**config.mk**
```make
export PLATFORM = sky130hd
export DESIGN_NAME = wavetable_writer
export DESIGN_NICKNAME = d
export VERILOG_FILES = /design/src/rtl/wavetable_writer.sv
export SDC_FILE = /design/constraint.sdc
export NUM_CORES = 1
export LEC_CHECK = 0
export BUFFER_PORTS_ARGS = -buffer_cell sky130_fd_sc_hd__clkbuf_2
export CORE_AREA = 5 5 218 325
export CTS_BUF_LIST = sky130_fd_sc_hd__clkbuf_16
export CTS_CLUSTER_SIZE = 25
export DETAILED_ROUTE_END_ITERATION = 16
export DIE_AREA = 0 0 223 330
export MAX_ROUTING_LAYER = met4
export PLACE_DENSITY_LB_ADDON = 0.08
export RECOVER_POWER = 100
export SLEW_MARGIN = 20
export SYNTH_ARGS = -nofsm -noshare
export SYNTH_HDL_FRONTEND = slang
export SYNTH_SLANG_ARGS = --single-unit
```
**constraint.sdc**
```tcl
create_clock -name clk -period 3.04 [get_ports clk]
set_input_delay 0.608 -clock clk [delete_from_list [all_inputs] [get_ports clk]]
set_output_delay 0.608 -clock clk [all_outputs]
set_load 0.005 [all_outputs]
```
**src/rtl/wavetable_writer.sv**
```systemverilog
// wavetable_writer: receives framed waveform uploads from the byte stream,
// stages the samples locally and commits them into the sample RAM write
// port only after the frame checksum matches. Corrupt, malformed or stalled
// frames are dropped without ever touching the playing wavetable.
module wavetable_writer #(
  parameter int         SAMPLES_PER_WFM = 64,
  parameter int         PROG_W          = 7,
  parameter logic [7:0] SYNC_BYTE       = 8'hF0,
  parameter int         TIMEOUT         = 65535
) (
  input  logic                                        clk,
  input  logic                                        rst_n,
  input  logic [7:0]                                  in_data,
  input  logic                                        in_valid,
  output logic                                        in_ready,
  output logic                                        wr_en,
  output logic [PROG_W+$clog2(SAMPLES_PER_WFM)-1:0]   wr_addr,
  output logic [7:0]                                  wr_data,
  output logic                                        busy,
  output logic                                        done,
  output logic                                        err,
  output logic [1:0]                                  err_code
);

  localparam int SMP_W = $clog2(SAMPLES_PER_WFM);
  localparam int TMO_W = $clog2(TIMEOUT + 1);
  localparam logic [SMP_W-1:0] IDX_LAST = SMP_W'(SAMPLES_PER_WFM - 1);
  localparam logic [TMO_W-1:0] TMO_LIM  = TMO_W'(TIMEOUT);

  localparam logic [1:0] ERR_PROG    = 2'b01;
  localparam logic [1:0] ERR_CSUM    = 2'b10;
  localparam logic [1:0] ERR_TIMEOUT = 2'b11;

  typedef enum logic [2:0] {
    S_IDLE,
    S_PROG,
    S_DATA,
    S_CSUM,
    S_COMMIT
  } state_e;

  state_e                    state_q, state_d;
  logic [PROG_W-1:0]         prog_q, prog_d;
  logic [7:0]                sum_q, sum_d;
  logic [SMP_W-1:0]          idx_q, idx_d;
  logic [TMO_W-1:0]          idleCnt_q, idleCnt_d;
  logic                      inReady_q, inReady_d;
  logic                      wrEn_q, wrEn_d;
  logic [PROG_W+SMP_W-1:0]   wrAddr_q, wrAddr_d;
  logic [7:0]                wrData_q, wrData_d;
  logic                      busy_q, busy_d;
  logic                      done_q, done_d;
  logic                      err_q, err_d;
  logic [1:0]                errCode_q, errCode_d;

  logic [7:0]                stage_q [SAMPLES_PER_WFM];
  logic                      stageWe;

  logic                      accept;
  logic                      timedOut;
  logic [SMP_W-1:0]          idxInc;
  logic [TMO_W-1:0]          idleInc;

  // idleCnt_q is the number of cycles elapsed since the last accepted byte,
  // so it restarts at 1 and the timeout fires when it would reach TIMEOUT.
  always_comb begin
    accept    = in_valid & inReady_q;
    idxInc    = idx_q + SMP_W'(1);
    idleInc   = idleCnt_q + TMO_W'(1);
    timedOut  = 1'b0;

    state_d   = state_q;
    prog_d    = prog_q;
    sum_d     = sum_q;
    idx_d     = idx_q;
    idleCnt_d = TMO_W'(1);
    wrEn_d    = 1'b0;
    wrAddr_d  = wrAddr_q;
    wrData_d  = wrData_q;
    done_d    = 1'b0;
    err_d     = 1'b0;
    errCode_d = errCode_q;
    stageWe   = 1'b0;

    if ((state_q == S_PROG) || (state_q == S_DATA) || (state_q == S_CSUM)) begin
      if (!accept) begin
        idleCnt_d = idleInc;
        timedOut  = (idleInc == TMO_LIM);
      end
    end

    if (timedOut) begin
      err_d     = 1'b1;
      errCode_d = ERR_TIMEOUT;
      state_d   = S_IDLE;
    end else begin
      unique case (state_q)
        S_IDLE: begin
          if (accept && (in_data == SYNC_BYTE)) begin
            state_d = S_PROG;
          end
        end
        S_PROG: begin
          if (accept) begin
            if (in_data[7]) begin
              err_d     = 1'b1;
              errCode_d = ERR_PROG;
              state_d   = S_IDLE;
            end else begin
              prog_d  = in_data[PROG_W-1:0];
              sum_d   = in_data;
              idx_d   = '0;
              state_d = S_DATA;
            end
          end
        end
        S_DATA: begin
          if (accept) begin
            stageWe = 1'b1;
            sum_d   = sum_q + in_data;
            idx_d   = idxInc;
            if (idx_q == IDX_LAST) begin
              state_d = S_CSUM;
            end
          end
        end
        S_CSUM: begin
          if (accept) begin
            if (in_data == sum_q) begin
              idx_d    = '0;
              wrEn_d   = 1'b1;
              wrAddr_d = {prog_q, {SMP_W{1'b0}}};
              wrData_d = stage_q[0];
              state_d  = S_COMMIT;
            end else begin
              err_d     = 1'b1;
              errCode_d = ERR_CSUM;
              state_d   = S_IDLE;
            end
          end
        end
        S_COMMIT: begin
          if (idx_q == IDX_LAST) begin
            idx_d   = '0;
            done_d  = 1'b1;
            state_d = S_IDLE;
          end else begin
            idx_d    = idxInc;
            wrEn_d   = 1'b1;
            wrAddr_d = {prog_q, idxInc};
            wrData_d = stage_q[idxInc];
          end
        end
        default: begin
          state_d = S_IDLE;
        end
      endcase
    end

    inReady_d = (state_d != S_COMMIT);
    busy_d    = (state_d != S_IDLE);
  end

  // State, frame bookkeeping and all registered outputs.
  always_ff @(posedge clk or negedge rst_n) begin
    if (!rst_n) begin
      state_q   <= S_IDLE;
      prog_q    <= '0;
      sum_q     <= '0;
      idx_q     <= '0;
      idleCnt_q <= TMO_W'(1);
      inReady_q <= 1'b0;
      wrEn_q    <= 1'b0;
      wrAddr_q  <= '0;
      wrData_q  <= '0;
      busy_q    <= 1'b0;
      done_q    <= 1'b0;
      err_q     <= 1'b0;
      errCode_q <= '0;
    end else begin
      state_q   <= state_d;
      prog_q    <= prog_d;
      sum_q     <= sum_d;
      idx_q     <= idx_d;
      idleCnt_q <= idleCnt_d;
      inReady_q <= inReady_d;
      wrEn_q    <= wrEn_d;
      wrAddr_q  <= wrAddr_d;
      wrData_q  <= wrData_d;
      busy_q    <= busy_d;
      done_q    <= done_d;
      err_q     <= err_d;
      errCode_q <= errCode_d;
    end
  end

  // Staging buffer holds the current frame's samples; no reset needed.
  always_ff @(posedge clk) begin
    if (stageWe) begin
      stage_q[idx_q] <= in_data;
    end
  end

  assign in_ready = inReady_q;
  assign wr_en    = wrEn_q;
  assign wr_addr  = wrAddr_q;
  assign wr_data  = wrData_q;
  assign busy     = busy_q;
  assign done     = done_q;
  assign err      = err_q;
  assign err_code = errCode_q;

endmodule
```
==> flow_results.org <==
** Synthesis
- Of the total synthesized cell area, the portion taken by full adders, half adders and majority gates is 0.006200.
- Post-Synth XOR/XNOR Area :: 0.008605
- Post-synthesis sequential element count :: 580
- A synthesized cell averages 17.83 µm².
- The synthesized design contains 512 enable-type register cells.
- Multiplexer share of the synthesized area :: 0.1426
- Syn Std Cell Area :: 23410 µm²
- Leading register cell type out of synthesis :: sky130_fd_sc_hd__edfxtp_1
- Yosys warning total :: 0
- For this run, asynchronously set or reset flops after synthesis account for 0.1172.
- Synthesis handed over a netlist of 1313 instances.
- Main combinational cell family by area after synthesis :: multiplexers
- Synthesis instantiated 60 different standard cells from the library.
- The number of nets in the synthesized netlist is 1335.
- Fraction of the mapped netlist area in compound gates :: 0.03234
- Fraction of the yosys area taken by sequential cells :: 0.7295
- Simple-gate share of the synthesized area :: 0.06382

** Die
- Row count :: 117
- Die extent in y :: 330 µm
- The region available for standard cell placement spans 67630 µm².
- Die width :: 223 µm
- Pin placement for this block handled 39 I/O pins.
- The initial utilization of the core area, before any placement, comes to 0.3461.
- The die covers 73590 µm².

** Clock tree
- Total CTS buffers :: 57
- Clock insertion delay at the later pin of the skew report :: 0.61 ns
- Number of sinks on the clock net :: 580
- Count of buffers added by post-CTS timing repair for setup :: 0
- The root buffer cell chosen for the clock tree is sky130_fd_sc_hd__clkbuf_16.
- In this run, post-CTS repair resized a total of 0 instances.
- Clock-pin slew was measured on the worst setup and hold paths at 0.06 ns.
- The number of hold buffers added after CTS was 0.
- CTS max path bufs :: 3
- TritonCTS built the clock tree.
- CTS built an H-tree with a depth of 2.

** Worst setup path
- Slowest cell on crit path :: sky130_fd_sc_hd__or4_1
- For this run, the slowest stage of the critical path takes 0.67 ns.
- STA classifies the critical path endpoint as a flip-flop.
- Type of element launching the critical path :: flip-flop
- Data arrival time at the worst-slack endpoint :: 3.22 ns
- The critical path is of the reg2reg type.
- Critical-path cell list :: ha_1 > and2_4 > or4b_1 > a21oi_1 > o22ai_1 > or4_1 > nand2b_2 > o21ai_0
- Grouping stages by cell kind, the critical path spends the most delay in simple AND/OR/NAND/NOR gates.
- Crit path buf inv count :: 0
- At the worst endpoint, the required time is 3.45 ns.
- Along the worst path, the maximum fanout reaches 8.

** STA
- Post-layout minimum cycle time :: 2.811 ns
- Setup repair after global routing left no endpoint under its margin.
- Timing would allow up to 0.3557 GHz.
- WHS :: 0.4781 ns
- Headroom to the max-slew limit came out at -0.2210.
- Setup skew after layout :: 0.01964 ns
- Max-slew violations :: 404
- Slew at the pin with the worst max-slew slack :: 1.831 ns
- In the finished design, the share of the clock period the worst path needs comes to 0.9247.
- Setup violations remaining at the end of the flow were counted as 0.
- Number of hold violations in the final report :: 0

** Finish
- Fill cells in the final layout number 6259.
- Most common cell after layout, fill and taps aside :: sky130_fd_sc_hd__edfxtp_1
- Once layout is complete, the utilization of the core stands at 0.3989.
- In the layout the commonest cells are sky130_fd_sc_hd__edfxtp_1, sky130_fd_sc_hd__mux4_2, sky130_fd_sc_hd__nand2_1.
- Area growth from synthesis to final layout :: 15.25%
- Of the cells placed in the final design, the portion with a size suffix greater than 1 is 0.2314.
- The number of antenna diodes in the final layout is 0.
- After the flow finishes, the layout carries non-filler instances totaling 2409.
- Total number of nets in the final design :: 1499

** Route
- 1st-iter DRT viols :: 751
- Count of nets left with antenna violations after detail routing :: 0
- Residual DRC :: 0
- The detailed router placed 12390 vias in this run.
- Iteration count of the initial detailed-routing pass :: 7
- DRT Wirelength :: 63600 µm
- Dividing the detail-routed wire length by the instance count gives 26.40 µm.
- In the routed layout, each cell is associated on average with a via count of 5.145.

** Run
- Max_cap viols :: 7

** Placement
- Port buffering added 38 buffers.
- Routability-driven placement finished with a final weighted congestion of 0.8093.
- Hpwl dp :: 41630 µm
- Once placement completed, the tool counted placed cells totaling 2310.

** Power
- The worst-case IR drop observed on VDD is 0.4163 mV.
- Summing internal, switching and leakage power gives 21.55 mW.
- The analysis attributes to cell leakage a power of 8.787 nW.
- Power spread over the standard cell area amounts to 798.8 nW/µm².

** Global routing
- First-pass GRT wire length :: 94230 µm
- The initial antenna violation count is 2.
- The number of global-route vias before repair came to 13460.
- Global routing usage summed across all routing layers :: 0.1792
- Global routing finished with a remaining overflow of 0.
- Maximum number of pins on one net before global-route repair :: 69

** Min path
- Worst min-delay path category :: reg2reg

** Run status
- The flow ran to the end, but the final reports show violations.
- Violated checks :: capacitance limit, slew limit
==> worst min-delay path, cell delays in order, from the launching register on <==
cell,delay [ns]
sky130_fd_sc_hd__dfrtp_1,0.34
sky130_fd_sc_hd__nand2_1,0.05
sky130_fd_sc_hd__o21ai_0,0.06
==> cell type report <==
cell class              count  area [µm²]  share of cell area
well taps                 892        1116             0.04137
repair buffers            175        1040             0.03854
clock inverters            42       287.8             0.01067
flip-flops and latches    580       17080              0.6331
clock buffers              57        1426             0.05287
inverters                  14       52.55            0.001948
multi-input cells         649        5977              0.2215
==> metrics by stage <==
stage	worst slack, ns	TNS [ns]	area (µm²)
4_1_cts	0.1714	0	27280
2_1_floorplan	0.5693	0	23410
6_report	0.2289	0	26980
3_5_place_dp	-0.07753	-0.5025	25570
5_1_grt	0.05455	0	26980
3_3_place_gp	-0.01963	-0.1292	25570
==> logic make-up (layout without fill, tap and decap cells) <==
| family | after synthesis | count (layout) |
|---|---|---|
| flops | 580 | 580 |
| simple gates | 337 | 337 |
| mux | 163 | 163 |
| compound gates | 115 | 115 |
| buf+inv | 84 | 288 |
| xor+xnor | 23 | 23 |
| fa+ha+maj | 11 | 11 |
==> state kept, by name (all words and copies together) (netlist names) <==
signal and flops:
idx_q 6, sum_q 8, prog_q 7, stage_q 512, wr_en 1, err 1, in_ready 1, wr_addr 13
done 1, err_code 2, state_q 3, busy 1, idleCnt_q 16, wr_data 8
==> per-layer routing <==
layer	global-route usage	part of all wire
met2	0.3224	0.54
met3	0.02365	0.031
met1	0.2114	0.40
met4	0.05157	0.029
met5	-	0
==> worst paths after layout <==
path	startpoint	end	slack, ns	cells after the start
worst max-delay path	idleCnt_q[1]$_DFF_PN0_	busy$_DFF_PN0_	0.23	8
worst min-delay path	prog_q[6]$_DFFE_PN0P_	prog_q[6]$_DFFE_PN0P_	0.48	2
worst max register to register	idleCnt_q[1]$_DFF_PN0_	busy$_DFF_PN0_	0.23	8
worst min register to register	prog_q[6]$_DFFE_PN0P_	prog_q[6]$_DFFE_PN0P_	0.48	2
max in group asynchronous	rst_n	idx_q[0]$_DFFE_PN0P_	1.25	1
min in group asynchronous	rst_n	wr_addr[5]$_DFFE_PN0P_	0.49	1
==> Yosys cell counts (3+ instances only) <==
library cell,count,share of area
sky130_fd_sc_hd__o21a_1,4,0.0013
sky130_fd_sc_hd__ha_1,10,0.0053
sky130_fd_sc_hd__mux4_2,135,0.13
sky130_fd_sc_hd__or3_1,5,0.0013
sky130_fd_sc_hd__a32o_1,3,0.0013
sky130_fd_sc_hd__nor3_1,8,0.0017
sky130_fd_sc_hd__nand3_1,44,0.0094
sky130_fd_sc_hd__nand2b_1,3,0.00080
sky130_fd_sc_hd__and3_1,4,0.0011
sky130_fd_sc_hd__clkbuf_1,18,0.0029
sky130_fd_sc_hd__nand4_1,7,0.0019
sky130_fd_sc_hd__xnor2_1,12,0.0045
sky130_fd_sc_hd__and2_1,6,0.0016
sky130_fd_sc_hd__nand2_1,120,0.019
sky130_fd_sc_hd__buf_1,8,0.0013
sky130_fd_sc_hd__a31oi_1,14,0.0037
sky130_fd_sc_hd__a21oi_1,22,0.0047
sky130_fd_sc_hd__xor2_1,11,0.0041
sky130_fd_sc_hd__buf_2,35,0.0075
sky130_fd_sc_hd__mux2_2,14,0.0067
sky130_fd_sc_hd__mux2i_1,14,0.0060
sky130_fd_sc_hd__nor2_1,114,0.018
sky130_fd_sc_hd__a32oi_1,8,0.0030
sky130_fd_sc_hd__o22ai_1,6,0.0016
sky130_fd_sc_hd__nor2b_1,4,0.0011
sky130_fd_sc_hd__nand3b_1,7,0.0022
sky130_fd_sc_hd__o31ai_1,3,0.00096
sky130_fd_sc_hd__o21ai_0,29,0.0062
sky130_fd_sc_hd__buf_4,8,0.0026
sky130_fd_sc_hd__o211ai_1,6,0.0019
sky130_fd_sc_hd__dfrtp_1,67,0.072
sky130_fd_sc_hd__edfxtp_1,512,0.66
sky130_fd_sc_hd__inv_1,14,0.0022
sky130_fd_sc_hd__or2_2,4,0.0011
==> where the power goes <==
part / leakage, nW / total, mW / switching, mW / internal (mW)
sequential: 5.48 / 9.08 / 0.183 / 8.89
combinational: 2.42 / 5.81 / 3.16 / 2.65
clock: 0.894 / 6.67 / 2.96 / 3.71
total: 8.79 / 21.6 / 6.30 / 15.2
(Power assumes the default switching activity.)
